File: src/rtl/ark_lane_stage.sv
// AddRoundKey stage: captures state and round key on a valid/ready handshake,
// XORs them LANE_W bits per cycle and presents the block on a valid/ready output.
module ark_lane_stage #(
    parameter int DATA_W    = 128,
    parameter int LANE_W    = 32,
    parameter int MAX_ROUND = 10
) (
    input  logic              clk,
    input  logic              rst,
    input  logic              in_valid,
    output logic              in_ready,
    input  logic [DATA_W-1:0] ori_data_in,
    input  logic [DATA_W-1:0] new_data_in,
    input  logic [DATA_W-1:0] key_in,
    input  logic [3:0]        round_in,
    input  logic              ark_en,
    output logic              out_valid,
    input  logic              out_ready,
    output logic [DATA_W-1:0] data_out,
    output logic [3:0]        round_out,
    output logic              round_err,
    output logic              busy
);

    localparam int BEATS = DATA_W / LANE_W;
    localparam int BW    = (BEATS > 1) ? $clog2(BEATS) : 1;
    localparam logic [BW-1:0] LAST_BEAT = BW'(BEATS - 1);

    if (DATA_W % LANE_W != 0) begin : g_bad_lane
        $error("ark_lane_stage: DATA_W must be a multiple of LANE_W");
    end

    typedef enum logic [1:0] {IDLE, PROC, DONE} state_t;

    state_t            state_q;
    logic [BW-1:0]     beat_q;
    logic [DATA_W-1:0] src_q;
    logic [DATA_W-1:0] key_q;
    logic [DATA_W-1:0] res_q;
    logic [3:0]        round_q;
    logic              en_q;
    logic              err_q;
    logic              accept;

    assign in_ready  = (state_q == IDLE) || ((state_q == DONE) && out_ready);
    assign accept    = in_valid && in_ready;
    assign out_valid = (state_q == DONE);
    assign busy      = (state_q != IDLE);
    assign data_out  = res_q;
    assign round_out = round_q;
    assign round_err = err_q;

    always_ff @(posedge clk or posedge rst) begin
        if (rst) begin
            state_q <= IDLE;
            beat_q  <= '0;
            src_q   <= '0;
            key_q   <= '0;
            res_q   <= '0;
            round_q <= '0;
            en_q    <= 1'b0;
            err_q   <= 1'b0;
        end else if (accept) begin
            // A DONE-state accept doubles as the output handshake for the previous block.
            state_q <= PROC;
            beat_q  <= '0;
            src_q   <= (round_in == 4'd0) ? ori_data_in : new_data_in;
            key_q   <= key_in;
            round_q <= round_in;
            en_q    <= ark_en;
            err_q   <= (int'(round_in) > MAX_ROUND);
        end else begin
            case (state_q)
                PROC: begin
                    res_q[int'(beat_q)*LANE_W +: LANE_W] <= en_q ?
                        (src_q[int'(beat_q)*LANE_W +: LANE_W] ^ key_q[int'(beat_q)*LANE_W +: LANE_W]) :
                        '0;
                    if (beat_q == LAST_BEAT) begin
                        state_q <= DONE;
                        beat_q  <= '0;
                    end else begin
                        beat_q <= beat_q + 1'b1;
                    end
                end
                DONE: begin
                    if (out_ready) begin
                        state_q <= IDLE;
                    end
                end
                default: ;
            endcase
        end
    end

endmodule

File: config.mk
export PLATFORM = sky130hd
export DESIGN_NAME = ark_lane_stage
export DESIGN_NICKNAME = d
export VERILOG_FILES = /design/src/rtl/ark_lane_stage.sv
export SDC_FILE = /design/constraint.sdc
export NUM_CORES = 1
export LEC_CHECK = 0
export BUFFER_PORTS_ARGS = -buffer_cell sky130_fd_sc_hd__buf_2
export CAP_MARGIN = 20
export CORE_AREA = 2 2 272 193
export CTS_CLUSTER_DIAMETER = 50
export DETAILED_ROUTE_END_ITERATION = 10
export DIE_AREA = 0 0 274 195
export PLACE_DENSITY = 0.68
export SETUP_SLACK_MARGIN = 0.5
export SYNTH_ARGS = -nofsm -noshare
export SYNTH_HDL_FRONTEND = slang
export SYNTH_SLANG_ARGS = --single-unit
export TNS_END_PERCENT = 10
File: constraint.sdc
create_clock -name clk -period 12.95 [get_ports clk]
set_input_delay 1.295 -clock clk [delete_from_list [all_inputs] [get_ports clk]]
set_output_delay 1.295 -clock clk [all_outputs]
set_load 0.1 [all_outputs]
### Word-level counts from Yosys, hierarchy flattened

Cells that the tools add are included.

| cells by class | value |
|---|---|
| multiplexer cells | 10 |
| shifts and indexed selects | 4 |
| multipliers | 0 |
| div/mod/pow operators | 0 |
| reductions and logical operators | 10 |
| equality and inequality tests | 5 |
| magnitude comparators | 1 |
| bitwise operators | 2 |
| add/sub/neg operators | 2 |

Operators with widths:

| cell | count |
|---|---|
| $shiftx 128x8->32 | 2 |
| $bwmux 128 | 1 |
| $mux 128 | 1 |
| $shift 32x33->128 const A | 1 |
| $shiftx 32x33->128 | 1 |
| $neg 7->33 | 1 |
| $mux 32 | 1 |
| $xor 32x32->32 | 1 |
| $mux 2 | 6 |
| $eq 2x2->1 const B | 2 |
| $gt 4x4->1 const B | 1 |
| $logic_not 4->1 | 1 |
| $pmux 2 s2 | 1 |
| $reduce_bool 2->1 | 2 |
| $ne 3x1->1 const B | 1 |
| $ne 3x3->1 const B | 1 |
| $reduce_and 3->1 | 1 |
| $reduce_bool 3->1 | 1 |
| $add 2x1->2 const B | 1 |
| $eq 2x1->1 const B | 1 |
| $logic_and 1x1->1 | 2 |
| $logic_not 2->1 | 1 |
| $reduce_and 2->1 | 1 |
| $logic_or 1x1->1 | 1 |
| $not 1->1 | 1 |

| word-level totals | value |
|---|---|
| bits in writable memories | 0 |
| bits in latches | 0 |
| memories | 0 |
| logic and storage cells | 42 |
| output and inout bits | 136 |
| flip-flop bits (word level) | 394 |
| ROM bits | 0 |

### Depth between registers and ports, before layout

Gate-level depths: netlist (run 1).

| logic depth | value |
|---|---|
| depth in word-level cells | 6 |
| gate-level depth with buffers | 9 |
| depth with buffers taken out | 5 |

### Least setup slack after synthesis (run 1)

Ideal clock, no wire load.

| path | value |
|---|---|
| kind | register to output |
| from | reg state_q[0] |
| to | out in_ready |
| data arrival time | 2.636 ns |
| slack | 9.019 ns |
| path buffers | 2 |
| required time | 11.655 ns |
| cell stages (with the launch flop) | 6 |
| cell sequence | dfrtp_1 inv_1 ha_1 a21o_1 buf_2 clkbuf_1 |

| on the way | value |
|---|---|
| longest elaborated chain between the ends | 3 |
| elaborated cells between the ends (all ways) | 4 |
| those cells by class | eq/ne: 1; reduce/logical: 3 |

Ends and longest elaborated chain:

| what | line | RTL |
|---|---|---|
| start: declaration | 35 | `state_t state_q;` |
| start signal: assignment | 55 | `state_q <= IDLE;` |
| start signal: assignment | 65 | `state_q <= PROC;` |
| start signal: assignment | 79 | `state_q <= DONE;` |
| $eq 2x2->1 | -- |  |
| named net out_valid | 17 | `output logic out_valid,` |
| $logic_and 1x1->1 | 45 | `assign in_ready = (state_q == IDLE) \|\| ((state_q == DONE) && out_ready);` |
| $logic_or 1x1->1 | 45 |  |
| end: declaration | 11 | `output logic in_ready,` |

The timed path passes the listed nets, and every way through them passes these cells.

### Worst setup path in the final report (run 1)

| path | value |
|---|---|
| from | in out_ready |
| to | reg key_q[0] |

| on the way | value |
|---|---|
| longest elaborated chain between the ends | 3 |

Ends and longest elaborated chain:

| what | line | RTL |
|---|---|---|
| start: declaration | 18 | `input logic out_ready,` |
| $logic_and 1x1->1 | 45 |  |
| $logic_or 1x1->1 | 45 |  |
| $logic_and 1x1->1 | 46 | `assign accept = in_valid && in_ready;` |
| end signal: assignment | 68 | `key_q <= key_in;` |
| end: declaration | 38 | `logic [DATA_W-1:0] key_q;` |

Every way passes these cells.
A chain may end at the register's enable or synchronous reset.

==> metrics.yaml, run 1 <==
num_io_pins: 529
peakVddDrop_mv: 0.121
port_buffers: 528
cts_tree: "done"
path_max_fanout: 82
path_buf_inv: 3
max_stage_delay_ns: 0.90
finalMaxSlewViolations: 0
max_freq_ghz: 0.244
drc: 0
cts.sinks: 394
synthCells: 1445
finalPower_mw: 5.72
num_rows: 69
setup_violations: 0
viasPerCell: 5.06
clockBufferDepth: 3
dp_cells: 2562
use_met2_pct: 30.7
fin_cells: 2647
multi_input_area_um2: 7290
die_y_um: 195
synth-warning-count: 0
post_cts_resize_count: 0
min_period_over_period_pct: 31.6
clkSlewWorstSetupHoldPaths_ns: 0.06
dieArea_um2: 53400
cp-end-kind: "register"
yosysSeqAreaShare_pct: 55.8
cpMostUsedCell: "buf_4"
slew_headroom_pct: 30.2
numCtsBuffers: 46
grtUsageMet1_pct: 26.3
syn_avg_cell_area_um2: 12.2
first_pass_iters: 5
layout_setup_ws_ns: 8.85
worst_ep_required_time_ns: 13.38
grt_pass1_vias: 13700
cp_top_family: "buffers and inverters"
arrival_ns: 4.53
dp_hpwl_um: 37400
coreArea_um2: 50600
worst_pin_slew_ns: 1.04
period_minus_slack_ns: 4.10
drtAntennaViolNets: 0
drt-initial-drc-count: 809
routed-via-count: 13400
grt_first_pass_wirelength_um: 79400
grt_most_used_layer: "met2"
rsz0062_at_grt: "no"
layout.filler_cells: 4688
wl_per_cell_um: 20.0
power_density_nw_per_um2: 255
cp_slowest_cell: "and2_4"
htreeDepth: 2
ff_latch_area_um2: 9860
post-cts-setup-buffers: 0
met3_usage_pct: 3.69
clk-insertion-delay-late_ns: 0.56
place.gp.congestion: 0.829
start_kind: "primary input"
antenna_found_initial: 3
grt_use_total_pct: 19.2
fin_worst_hold_slack_ns: 0.477
design_area_um2: 22500
root_buffer: "clkbuf_16"
die_w_um: 274
finish.utilization_pct: 44.4
cap_violations: 0
syn_area_um2: 17700
outcome: "finished, final reports clean"
final_nets: 2338
dpl_cell_area_um2: 20800
hold_viol: 0
path_class: "in -> reg"
yosys.cell_types.count: 34
grt_start_max_net_pins: 112
ctsHoldBuffers: 0
start_util_pct: 34.9
synth_seq_cells: 394
drt_wl_total_um: 53100
areaGrowthSynthToFinish_pct: 27.2
drive_gt1_share_pct: 39.1
setup_tns_ns: 0
syn-num-nets: 1846
overflow: 0
hold_path.class: "reg -> reg"
path_cells: "buf_2 -> a21o_4 -> buf_4 -> and2_4 -> buf_4 -> mux2_2"
fin_skew_ns: 0.0146
place_ws_ns: 8.28
power.leakage_nw: 10.7
==> Yosys cell counts, drive strengths merged <==
library cell | count | area share [%]
a2111oi | 1 | 0.050
a21o | 1 | 0.042
a21oi | 258 | 7.3
a221o | 1 | 0.057
a22o | 64 | 3.2
and2 | 1 | 0.035
buf | 58 | 2.1
clkbuf | 46 | 1.0
dfrtp | 394 | 56
ha | 8 | 0.57
inv | 8 | 0.17
mux2 | 133 | 8.5
mux2i | 194 | 11
nand2 | 69 | 1.5
nand3 | 2 | 0.057
nand3b | 1 | 0.042
nand4b | 1 | 0.050
nor2 | 4 | 0.085
nor2b | 2 | 0.071
nor3 | 2 | 0.085
nor4 | 1 | 0.071
nor4bb | 1 | 0.057
o21ai | 65 | 1.8
o22ai | 1 | 0.035
or4b | 1 | 0.078
xnor2 | 64 | 3.2
xor2 | 64 | 3.2
==> final cells by class <==
cell class	instances	share of cell area, %
antenna	2	0.0223
clock inverter	21	1.11
clock buffer	61	6.01
timing repair buffer	548	12.6
sequential	394	43.9
tap	674	3.75
multi-input combinational	939	32.4
inverter	8	0.178
==> state kept, by name, summed over array words and instances, names as in the netlist <==
signal	cells
beat_q	2
data_out	128
en_q	1
key_q	128
round_err	1
round_out	4
src_q	128
state_q	2
==> power breakdown <==
group	switching, mW	internal, mW	leakage (nW)	total [mW]
sequential	0.336	1.72	4.80	2.05
combinational	1.50	0.820	5.14	2.32
clock	0.541	0.804	0.785	1.34
total	2.38	3.34	10.7	5.72
==> cell families after synthesis <==
group	after synthesis	share of synthesized area, %
xor+xnor	128	6.34
buf+inv	112	3.22
flops	394	55.8
fa+ha+maj	8	0.566
simple gates	85	2.11
mux	327	19.5
compound gates	391	12.5
==> cell usage in the layout (no fill, tap or decap), types with 2 or more instances in the layout <==
cell type / instances
a21oi_1: 258
a22o_1: 64
buf_16: 2
buf_2: 527
buf_4: 19
bufinv_16: 3
clkbuf_1: 4
clkbuf_16: 49
clkbuf_8: 8
clkinv_2: 7
clkinv_8: 3
clkinvlp_4: 3
dfrtp_1: 394
diode_2: 2
ha_1: 8
inv_1: 6
inv_8: 5
mux2_2: 133
mux2i_1: 194
nand2_1: 66
nand2_2: 2
nand3_1: 2
nor2_1: 3
nor2b_1: 2
o21ai_0: 35
o21ai_1: 30
xnor2_1: 64
xor2_1: 64
==> final timing paths <==
kind | start | to | slack (ns) | cells past startpoint
max in group asynchronous | rst | key_q[30] | 9.70 | 4
worst min register to register | data_out[88] | data_out[88] | 0.48 | 2
min in group asynchronous | rst | key_q[54] | 0.89 | 2
worst max register to register | state_q[0] | key_q[0] | 8.95 | 7
worst max-delay path | out_ready | key_q[0] | 8.85 | 6
worst min-delay path | data_out[88] | data_out[88] | 0.48 | 2
==> worst register-to-register path: stages (launching register included) <==
cell and delay, ns:
dfrtp_1 0.40, inv_1 0.11, ha_1 0.23, a21o_4 0.43, buf_4 0.60, and2_4 0.91
buf_4 0.74, mux2_2 0.47
==> metal layers <==
metal,part of all wire [%],vias up
met5,0,-
met4,2.5,0
met3,5.9,83
met2,48,445
met1,44,6733
li1,-,6131
No activity file was read; power rests on OpenSTA's default activity.
==> run 2, diff against run 1 <==
==> constraint.sdc (replaced) <==
create_clock -name clk -period 3.5 [get_ports clk]
set_input_delay 0.35 -clock clk [delete_from_list [all_inputs] [get_ports clk]]
set_output_delay 0.35 -clock clk [all_outputs]
set_load 0.1 [all_outputs]
==> run 2 against run 1 <==
Via count is 1.6% higher. Sequential share of layout area shrank 0.90 points. Largest power group unchanged. Highest routed layer unchanged. Die area stayed put. Critical path type is now reg -> out. Utilization up 0.93 points. Total power rose to 3.7 times the previous value.
==> metrics.yaml, run 2 (same netlist as run 1, synthesis figures left out) <==
arrival_ns: 2.62  # -1.91 ns
grt_start_max_net_pins: 137  # +22%
max_stage_delay_ns: 0.49  # -0.41 ns
first_pass_iters: 5  # unchanged
r2r_slack_ns: 0.86  # -8.09 ns
grt_pass1_vias: 14200  # +3.3%
cp_slowest_cell: "clkbuf_4"
place.gp.congestion: 0.815  # -1.8%
start_util_pct: 34.9  # unchanged
layout.filler_cells: 4686  # -0.043%
clk-insertion-delay-late_ns: 0.56  # about the same
setup_violations: 0  # unchanged
root_buffer: "clkbuf_16"
slew_headroom_pct: 39.0  # +8.8 points
rsz0062_at_grt: "no"
clockBufferDepth: 3  # unchanged
worst_pin_slew_ns: 0.916  # -0.129 ns
numCtsBuffers: 46  # unchanged
design_area_um2: 22900  # +2.1%
routed-via-count: 13600  # +1.6%
start_kind: "register"
fin_skew_ns: 0.0232  # +0.00860 ns
fin_worst_hold_slack_ns: 0.0300  # -0.447 ns
endpoint: "in_ready"
areaGrowthSynthToFinish_pct: 29.8
antenna_found_initial: 4  # +1
period_minus_slack_ns: 2.97
num_rows: 69  # unchanged
final_cell_mix: "buf_2 (526), dfrtp_1 (394), a21oi_1 (258)"
overflow: 0  # unchanged
grt_first_pass_wirelength_um: 82200  # +3.5%
final_common_cell: "buf_2"
num_io_pins: 529  # unchanged
finalMaxSlewViolations: 0  # unchanged
coreArea_um2: 50600  # unchanged
drc: 0  # unchanged
htreeDepth: 2  # unchanged
viasPerCell: 5.05  # -0.28%
min_period_over_period_pct: 85.0
clkSlewWorstSetupHoldPaths_ns: 0.06  # about the same
final_nets: 2389  # +2.2%
cp-end-kind: "primary output"
worstRegToRegCells: 5  # -2
worst_ep_required_time_ns: 3.15  # -10.23 ns
power.leakage_nw: 10.9  # +1.8%
outcome: "finished, final reports clean"
post-cts-setup-buffers: 0  # unchanged
hold_viol: 0  # unchanged
cts_tree: "done"
cap_violations: 0  # unchanged
die_w_um: 274  # unchanged
die_y_um: 195  # unchanged
r2r_end: "data_out[78]"
place_ws_ns: 0.874  # -7.40 ns
reg2reg_from: "beat_q[0]"
drive_gt1_share_pct: 38.6  # -0.45 points
hold_path.class: "in -> reg"
finish.utilization_pct: 45.3  # +0.93 points
drt_wl_total_um: 54800  # +3.3%
dp_hpwl_um: 38300  # +2.4%
peakVddDrop_mv: 0.647  # +430%
drt-initial-drc-count: 777  # -4.0%
path_class: "reg -> out"
power_density_nw_per_um2: 925  # +260%
cts.sinks: 394  # unchanged
dieArea_um2: 53400  # unchanged
grt_use_total_pct: 19.8  # +0.60 points
finalPower_mw: 21.2  # +270%
drtAntennaViolNets: 0  # unchanged
layout_setup_ws_ns: 0.525  # -8.33 ns
path_cells: "inv_1 -> ha_1 -> a21o_4 -> buf_16 -> clkbuf_4"
dpl_cell_area_um2: 21100  # +1.3%
path_max_fanout: 130  # +59%
wl_per_cell_um: 20.3  # +1.4%
port_buffers: 528  # unchanged
max_freq_ghz: 0.336
cp-startpoint: "state_q[0]"
-- run 2: cell count changes in the layout (fill, tap and decap cells not counted), sizes merged, moves of 2 or more --
cell	before	now
clkinv	11	5
dlygate4sd3	0	34
buf	548	564
inv	12	16
diode	2	4
-- run 2: worst min-delay path by stage --
| stage | start | to | slack (ns) | cells past startpoint |
|---|---|---|---|---|
| after floorplan | key_q[10] | key_q[10] | 0.50 | 1 |
| after CTS | key_in[99] | key_q[99] | 0.00008 | 2 |
| final | key_in[17] | key_q[17] | 0.03 | 2 |
| after global placement | data_out[31] | data_out[31] | 0.46 | 2 |
| after detailed placement | rst | data_out[54] | 0.47 | 2 |
| after global routing | key_in[41] | key_q[41] | 0.0003 | 2 |
-- run 2: what timing repair did --
item / 4_1_cts / 5_1_grt
hold endpoints to repair: 56 / 0
endpoints found under the setup margin: 0 / 1
gates resized for setup: 0 / 2
hold buffers: 34 / 0
-- run 2: layout make-up --
cell class | instances | area (um2) | area share [%]
antenna | 4 | 10.0 | 0.0436
clock buffer | 61 | 1260 | 5.48
clock inverter | 19 | 219 | 0.955
inverter | 8 | 36.3 | 0.158
multi-input combinational | 939 | 7290 | 31.8
sequential | 394 | 9860 | 43.0
tap | 674 | 843 | 3.68
timing repair buffer | 599 | 3420 | 14.9
-- run 2: power by group --
group          internal, mW  switching, mW  leakage, nW
registers              6.36           1.23         4.80
clock network          2.71           1.98        0.716
logic                  3.20           5.73         5.40
-- run 2: routing by layer --
layer  wire length, um  global-route usage (%)  vias up
li1                  -                       -     6233
met1             23800                    27.2     6828
met2             26300                    32.0      458
met3              3320                    3.52       93
met4              1430                    5.60        0
met5                 0                       0        -
-- run 2: per-stage QoR --
stage | TNS (ns) | cells
2_1_floorplan | -847.83 | 1445
3_3_place_gp | 0 | 2580
3_5_place_dp | 0 | 2580
4_1_cts | 0 | 2694
5_1_grt | 0 | 2696
6_report | 0 | 2698
-- run 2: critical path, delay by kind of cell (launching register included) --
family / cells / cell delay (ns)
DFF: 1 / 0.40
buffers and inverters: 3 / 0.98
AOI/OAI and AO/OA: 1 / 0.19
adders and majority gates: 1 / 0.24
